`src/rtl/wb_boot_loader.sv`:
```
// Wishbone classic write master that loads a program image from a byte stream.
// Stream format: 4-byte little-endian word count N, then N little-endian words.
// Each word becomes one single-beat write at BASE_ADDR + 4*idx. The CPU is held
// in reset until the image is completely written.
module wb_boot_loader #(
  parameter int unsigned           ADDR_WIDTH     = 32,
  parameter logic [ADDR_WIDTH-1:0] BASE_ADDR      = '0,
  parameter int unsigned           MAX_WORDS      = 1024,
  parameter int unsigned           TIMEOUT_CYCLES = 255
) (
  input  logic                  clk_i,
  input  logic                  reset_i,
  input  logic                  byte_valid_i,
  input  logic [7:0]            byte_data_i,
  output logic                  byte_ready_o,
  output logic                  wbm_cyc_o,
  output logic                  wbm_stb_o,
  output logic                  wbm_we_o,
  output logic [ADDR_WIDTH-1:0] wbm_adr_o,
  output logic [31:0]           wbm_dat_o,
  output logic [3:0]            wbm_sel_o,
  input  logic                  wbm_ack_i,
  input  logic                  wbm_err_i,
  output logic                  core_hold_o,
  output logic                  done_o,
  output logic                  error_o
);

  // idx and length must be able to hold MAX_WORDS itself.
  localparam int unsigned IdxW = $clog2(MAX_WORDS + 1);
  // Timeout counter only needs to reach TIMEOUT_CYCLES-1 before firing.
  localparam int unsigned TmoW = (TIMEOUT_CYCLES > 2) ? $clog2(TIMEOUT_CYCLES) : 1;
  localparam logic [TmoW-1:0] TmoLast = TmoW'(TIMEOUT_CYCLES - 1);

  typedef enum logic [2:0] {
    StLen,
    StCollect,
    StWrite,
    StDone,
    StError
  } state_e;

  state_e                  state_q, state_d;
  logic [1:0]              cnt_q, cnt_d;
  logic [31:0]             word_q, word_d;
  logic [IdxW-1:0]         len_q, len_d;
  logic [IdxW-1:0]         idx_q, idx_d;
  logic [TmoW-1:0]         tmo_q, tmo_d;
  logic [ADDR_WIDTH-1:0]   adr_q, adr_d;
  logic [31:0]             dat_q, dat_d;
  logic                    cyc_q, cyc_d;

  logic                    rx_state;
  logic                    take;
  logic [31:0]             assembled;

  assign rx_state = (state_q == StLen) || (state_q == StCollect);
  assign take     = byte_valid_i && rx_state;

  // Current partial word with the incoming byte dropped into its lane.
  always_comb begin
    assembled = word_q;
    assembled[{cnt_q, 3'b000} +: 8] = byte_data_i;
  end

  // Next-state logic: byte gathering, length check and write termination.
  always_comb begin
    state_d = state_q;
    cnt_d   = cnt_q;
    word_d  = word_q;
    len_d   = len_q;
    idx_d   = idx_q;
    tmo_d   = tmo_q;
    adr_d   = adr_q;
    dat_d   = dat_q;

    unique case (state_q)
      StLen: begin
        if (take) begin
          cnt_d  = cnt_q + 2'd1;
          word_d = assembled;
          if (cnt_q == 2'd3) begin
            if (assembled == 32'd0) begin
              state_d = StDone;
            end else if (assembled > 32'(MAX_WORDS)) begin
              state_d = StError;
            end else begin
              len_d   = IdxW'(assembled);
              idx_d   = '0;
              state_d = StCollect;
            end
          end
        end
      end
      StCollect: begin
        if (take) begin
          cnt_d  = cnt_q + 2'd1;
          word_d = assembled;
          if (cnt_q == 2'd3) begin
            adr_d   = BASE_ADDR + (ADDR_WIDTH'(idx_q) << 2);
            dat_d   = assembled;
            tmo_d   = '0;
            state_d = StWrite;
          end
        end
      end
      StWrite: begin
        if (wbm_err_i) begin
          state_d = StError;
        end else if (wbm_ack_i) begin
          idx_d   = idx_q + 1'b1;
          state_d = (idx_q + 1'b1 == len_q) ? StDone : StCollect;
        end else if (tmo_q == TmoLast) begin
          state_d = StError;
        end else begin
          tmo_d = tmo_q + 1'b1;
        end
      end
      StDone:  state_d = StDone;
      StError: state_d = StError;
      default: state_d = StError;
    endcase

    cyc_d = (state_d == StWrite);
  end

  // State and datapath registers; reset drops the bus cycle immediately.
  always_ff @(posedge clk_i or posedge reset_i) begin
    if (reset_i) begin
      state_q <= StLen;
      cnt_q   <= '0;
      word_q  <= '0;
      len_q   <= '0;
      idx_q   <= '0;
      tmo_q   <= '0;
      adr_q   <= '0;
      dat_q   <= '0;
      cyc_q   <= 1'b0;
    end else begin
      state_q <= state_d;
      cnt_q   <= cnt_d;
      word_q  <= word_d;
      len_q   <= len_d;
      idx_q   <= idx_d;
      tmo_q   <= tmo_d;
      adr_q   <= adr_d;
      dat_q   <= dat_d;
      cyc_q   <= cyc_d;
    end
  end

  // Ready is masked while reset is held so every output reads 0 during reset.
  assign byte_ready_o = rx_state && !reset_i;
  assign wbm_cyc_o    = cyc_q;
  assign wbm_stb_o    = cyc_q;
  assign wbm_we_o     = cyc_q;
  assign wbm_sel_o    = {4{cyc_q}};
  assign wbm_adr_o    = adr_q;
  assign wbm_dat_o    = dat_q;
  assign core_hold_o  = (state_q != StDone);
  assign done_o       = (state_q == StDone);
  assign error_o      = (state_q == StError);

endmodule

```
`config.mk`:
```
export PLATFORM = sky130hd
export DESIGN_NAME = wb_boot_loader
export DESIGN_NICKNAME = d
export VERILOG_FILES = /design/src/rtl/wb_boot_loader.sv
export SDC_FILE = /design/constraint.sdc
export NUM_CORES = 1
export LEC_CHECK = 0
export ABC_AREA = 1
export ABC_CLOCK_PERIOD_IN_PS = 4000
export CAP_MARGIN = 15
export CORE_MARGIN = 2
export CORE_UTILIZATION = 57
export CTS_BUF_LIST = sky130_fd_sc_hd__clkbuf_8
export CTS_CLUSTER_DIAMETER = 80
export CTS_CLUSTER_SIZE = 12
export DETAILED_ROUTE_END_ITERATION = 16
export PLACE_DENSITY = 0.83
export SLEW_MARGIN = 10
export SYNTH_ARGS = -nofsm -noshare
export SYNTH_HDL_FRONTEND = slang
export SYNTH_SLANG_ARGS = --single-unit
```
`constraint.sdc`:
```
create_clock -name clk_i -period 4 [get_ports clk_i]
set_input_delay 0.4 -clock clk_i [delete_from_list [all_inputs] [get_ports clk_i]]
set_output_delay 0.4 -clock clk_i [all_outputs]
set_load 0.005 [all_outputs]
```
==> key figures <==
Synthesis
  – Seq/Total Area, Yosys: a little under half
  – Syn Area/Cell: 7.54 um2
  – FFs w/ async S/R, synth: 100%
  – Post-synthesis cell type count: 35
  – #FFs+latches synth: 111
  – Gate count of the mapped netlist: 799
  – Synth Flop Type: dfrtp_1
  – Syn. warnings: 0
  – Synth Cell Area: 6030 um2
  – Number of synthesized flops with an enable pin: 0

STA
  – Final setup violation count: 0
  – Slew HR: 41.4%
  – RSZ-0062 raised after global routing: false
  – Max Freq: 0.306 GHz
  – Final min period: between 3 and 4 ns
  – Slew Limit Fails: 0
  – Hold Vio Cnt, Final: 0
  – Slew @ Worst Pin: ~0.88 ns
  – Hold WS: 0.493 ns
  – Setup TNS: 0 ns
  – Tcrit/Tclk final: 81.7%
  – Clock Skews: 0.00677 ns

Critical path
  – Critical Path Source Type: flip-flop
  – Worst reg-to-reg path cell count: 15
  – Critical Path AT: between 3 and 4 ns
  – Worst-path cell chain: inv_1, ha_1, inv_2, nand2_2, nor2_1, a21oi_1, nand2_1, nor2_1, nand2_1, nor2_2, nand2_1, nand2_2, nand3_4, nand2_1, o21ai_2
  – CP Class: flip-flop to flip-flop
  – Critical path fanouts, max: 22
  – Slowest Stage Delay on Critical Path: roughly 0.7 ns
  – Crit end category: flip-flop
  – Critical-path top delay cell: dfrtp_1
  – Most Frequent Cell on Critical Path: nand2_1
  – Worst Path Required: 4.27 ns

Placed design
  – Detailed Place HPWL: 10200 um
  – Total placed instance area: 6640 um2
  – GPL Wtd Cong: 0.952
  – Number of placed instances, taps included: 970
  – IO Port Bufs: 66

Floorplanning
  – Ports: ~90
  – Floorplan row count: 37
  – Die Area: 11400 um2
  – Initial Util: about 60%
  – Die Y: 107 um
  – CORE AREA: 10300 um2
  – Chip width: 107 um

Clock tree
  – CTS sink cnt: 111
  – CTS Buf Count: 9
  – Post-CTS setup buffer count: 0
  – CTS root buf: clkbuf_8
  – Clk Latency, worst-skew pair: 0.38 ns
  – Cts-stage hold buffer count: 0
  – Clock Pin Slew Worst Setup and Hold Paths: 0.10 ns
  – CTS max path bufs: 2
  – CTS resizes: 0
  – CTS H-tree lvls: 3
  – CTS tree: done

Detailed routing
  – Routed WL per cell: roughly 14 um
  – TritonRoute pass-1 iters: 5
  – Vias per cell: 5.32
  – Via count: 5244
  – Routed wire length: 13900 um
  – Initial DRC Count: 323
  – Final antenna-violating net count: 0
  – Drt drc: 0

Min path
  – Hold Crit Class: flip-flop to flip-flop
  – Worst hold path depth: 2

Final layout
  – Design Area, Final: 6820 um2
  – Antenna diodes: 0
  – Fraction of layout cells with a size suffix above 1: 6.71%
  – FF/Latch Area: 2780 um2
  – Multi-input logic area: between 2000 and 3000 um2
  – Final Non-Filler Cells: 985
  – Fillers: 890
  – Layout area overhead: 13.2%
  – Nets: between 800 and 900

Global route
  – Antenna violations before repair: 0
  – Largest net degree at the start of global routing: between 60 and 70
  – First-pass GRT wire length: between 20000 and 25000 um
  – Global Route Usage Sum: 25.7%
  – Number of global-route vias before repair: roughly 4900
  – Grt total ovfl: 0

Run
  – Max-cap violations: 0

Power and ir drop
  – Power Total: 3.44 mW
  – Leak: 3.36 nW
  – Max VDD drop: 0.283 mV
  – Power per cell area: 504 nW/um2

Status
  – Status: finished clean
==> where the power goes <==
group | leakage (nW) | switching, mW | internal (mW)
registers | 1.46 | 0.131 | 1.29
clock network | 0.0871 | 0.379 | 0.284
logic | 1.82 | 0.919 | 0.436
total | 3.36 | 1.43 | 2.01
==> state kept, by name (all words and copies together) (netlist names) <==
| name | cells |
|---|---|
| cnt_q | 2 |
| idx_q | 11 |
| len_q | 11 |
| state_q | 3 |
| tmo_q | 8 |
| wbm_adr_o | 11 |
| wbm_cyc_o | 1 |
| wbm_dat_o | 32 |
| word_q | 32 |
==> critical path, delay by kind of cell, from the launching register on <==
kind | cells | cell delay [ns]
AND/OR/NAND/NOR | 10 | 1.29
AO/OA/AOI/OAI | 2 | 0.48
buffers and inverters | 2 | 0.25
flip-flops | 1 | 0.70
adder cells (fa/ha/maj) | 1 | 0.43
==> per-stage QoR <==
step | setup WS, ns | utilization, %
floorplan | 0.669 | -
global placement | 0.920 | 64.6
detailed placement | 0.824 | 64.6
CTS | 0.813 | 66.4
global route | 0.520 | 66.4
finish | 0.734 | 66.4
==> logic make-up (layout without fill, tap and decap cells) <==
family / count (synthesis) / after routing / synth area share, %
simple gates: 409 / 409 / 28.8
buf+inv: 150 / 180 / 11.5
compound gates: 114 / 114 / 11.0
flops: 111 / 111 / 46.1
fa+ha+maj: 9 / 9 / 1.87
xor+xnor: 5 / 5 / 0.727
other cells: 1 / 21 / 0.0622
==> routing by layer <==
layer | vias to the layer above | global-route usage (%) | share of wire [%]
met5 | - | 0 | 0
met4 | 0 | 10.7 | 2.4
met3 | 23 | 3.16 | 6.8
met2 | 207 | 41.0 | 47
met1 | 2444 | 36.0 | 44
li1 | 2570 | - | -
==> path summary, 6_finish.rpt <==
check / startpoint / to / slack (ns)
hold reg to reg: word_q[14] / word_q[14] / 0.49
setup reg to reg: cnt_q[0] / len_q[1] / 0.73
max in group asynchronous: reset_i / wbm_dat_o[22] / 2.59
hold / removal: word_q[14] / word_q[14] / 0.49
min in group asynchronous: reset_i / wbm_adr_o[4] / 0.57
setup / recovery: cnt_q[0] / len_q[1] / 0.73
==> layout by cell type (no fill, tap or decap) <==
cell,n
clkinv_2,2
a21boi_2,2
nand3_2,2
nor3_1,6
clkinvlp_4,3
nor3b_1,1
ha_1,9
nand3_4,1
a21oi_2,3
a21oi_1,7
conb_1,21
o22ai_1,2
nand3_1,50
nand2_1,250
nor2_2,5
nand2_2,2
bufinv_16,1
clkdlybuf4s50_1,66
nor3_4,2
inv_1,87
nand4_1,17
o21bai_1,2
nand3b_1,2
o21ai_0,79
dfrtp_1,111
clkbuf_8,9
inv_4,1
or2_2,2
o21ai_2,11
inv_2,5
buf_4,6
o211ai_1,1
xor2_1,3
o21a_1,2
xnor2_1,2
nor2_1,69
o31ai_1,5
==> cells in the mapped netlist, types with 5 or more instances <==
master / instances / area, um2
o21ai_0: 79 / 395
buf_2: 7 / 35.0
buf_4: 28 / 210
clkbuf_1: 19 / 71.3
dfrtp_1: 111 / 2780
nor3_1: 6 / 30.0
ha_1: 9 / 113
inv_2: 5 / 18.8
nand3_1: 50 / 250
nand2_1: 250 / 938
a21oi_1: 7 / 35.0
o31ai_1: 5 / 37.5
nor2_2: 5 / 31.3
inv_1: 88 / 330
o21ai_2: 11 / 96.3
nor2_1: 69 / 259
nand4_1: 17 / 106
==> final cells by class <==
cell class                      count  share of cell area, %
Sequential cell                   111                   40.7
Clock inverter                      6                  0.917
Timing Repair Buffer               72                   10.3
Inverter                           93                   5.15
Tap cell                          136                   2.49
Multi-Input combinational cell    558                   38.6
Clock buffer                        9                   1.82
(Power assumes the default switching activity.)
==> RTL change, RTL diff (same settings) <==
`MAX_WORDS`: 1024 -> 2048.
--- a/src/rtl/wb_boot_loader.sv
+++ b/src/rtl/wb_boot_loader.sv
@@ -5,7 +5,7 @@
 module wb_boot_loader #(
   parameter int unsigned           ADDR_WIDTH     = 32,
   parameter logic [ADDR_WIDTH-1:0] BASE_ADDR      = '0,
-  parameter int unsigned           MAX_WORDS      = 1024,
+  parameter int unsigned           MAX_WORDS      = 2048,
   parameter int unsigned           TIMEOUT_CYCLES = 255
 ) (
   input  logic                  clk_i,
Function: changed (Yosys sat finds a counterexample within 10 cycles, from zero or initial values and one cycle with reset_i high).
==> RTL change against the original RTL <==
Via count rose by 2.9%. Total power rose by 3.3%. Synthesized area fell by 0.25%. Combinational power fell by 18%. Design area rose by 3.1%. Worst setup slack got worse by 130 ps. Highest routed layer unchanged. Wire length rose by 4.3%. Die area fell by 0.24%. Sequential cell count rose by 3. Maximum frequency fell by 3.9%. Largest cell class unchanged. Clock skew rose by 4.2 ps.
==> RTL change: results <==
{
  "drt_iter0_markers": 431,
  "place_hpwl_um": 10400,
  "placedCellCount": 976,
  "fin_cells": 1006,
  "clkTransAtPathRegs_ps": 70,
  "grt_pass1_wl_um": 24300,
  "crit_slowest_cell": "dfrtp_1",
  "cts_buffer_depth": 2,
  "leakage_nw": 3.44,
  "ff2ff_setup_slack_ps": 600,
  "synth_cell_types": 31,
  "htree_levels": 4,
  "yosysSeqAreaShare_pct": 47.5,
  "grt_pass1_vias": 5033,
  "status": "completed",
  "fin_worst_skew_ps": 11.0,
  "gp_congestion": 0.938,
  "clk_latency_ps": 440,
  "port_buffers": 67,
  "drive_gt1_share_pct": 4.94,
  "grtUsageTotal_pct": 27.3,
  "crit_arrival_ps": 3730,
  "r2r_cells": 14,
  "cts_inserted_buffers": 17,
  "grt_max_degree": 81,
  "fin_nets": 881,
  "max-vdd-ir-drop_v": 0.000375,
  "syn_inst": 803,
  "whs_ps": 346,
  "crit_fanout": 15,
  "slowest_delay_ps": 630,
  "hold_path.class": "in -> async",
  "viasPerCell": 5.36,
  "yosys-top-cells-count": "nand2_1 (255), dfrtp_1 (114), nor2_1 (88)",
  "r2r-end": "idx_q[2]$_DFFE_PP0P_",
  "num-fill-cells": 875,
  "avgRoutedWirePerCell_um": 14.4,
  "slew_headroom_pct": 50.9
}
-- RTL change: cell types whose count changed in the layout (fill, tap and decap cells not counted), moves of 4 or more --
cell | before | now
nor2_1 | 69 | 88
inv_1 | 87 | 80
clkbuf_8 | 9 | 20
xor2_1 | 3 | 7
nand2_1 | 250 | 255
a31oi_1 | 0 | 4
o21ai_2 | 11 | 0
nor3_1 | 6 | 10
nand3_1 | 50 | 57
-- RTL change: power breakdown --
part           leakage [nW]  total [mW]  internal, mW  switching [mW]
sequential             1.56        1.40          1.29           0.106
clock                 0.209        1.03         0.582           0.452
combinational          1.67        1.12         0.335           0.787
total                  3.44        3.55          2.21            1.34
-- RTL change: area by class of cell --
class	instances	area share, %
clock inverters	10	1.35
well taps	136	2.42
clock buffers	20	3.91
inverters	79	4.25
multi-input cells	571	36.8
flip-flops and latches	114	40.6
repair buffers	76	10.7
-- RTL change: layer usage --
layer	track usage (%)	up-vias	wire length, um
li1	-	2609	-
met1	38.0	2501	6500
met2	41.4	250	6600
met3	6.63	36	1030
met4	10.6	0	350
met5	0	-	0
-- RTL change: stage by stage --
| stage | worst slack, ps | cell area [um2] | utilization [%] |
|---|---|---|---|
| global route | 277 | 7030 | 68.4 |
| CTS | 690 | 7030 | 68.4 |
| finish | 602 | 7030 | 68.4 |
| detailed placement | 762 | 6660 | 64.8 |
| floorplan | 584 | 6080 | - |
| global placement | 926 | 6660 | 64.8 |
-- RTL change: logic make-up after synthesis --
kind of cell	Yosys count	share of synthesized area [%]
simple gates	438	30.1
buf+inv	137	10.6
flops	114	47.5
compound gates	94	8.22
xor+xnor	10	1.69
fa+ha+maj	9	1.87
other cells	1	0.0624
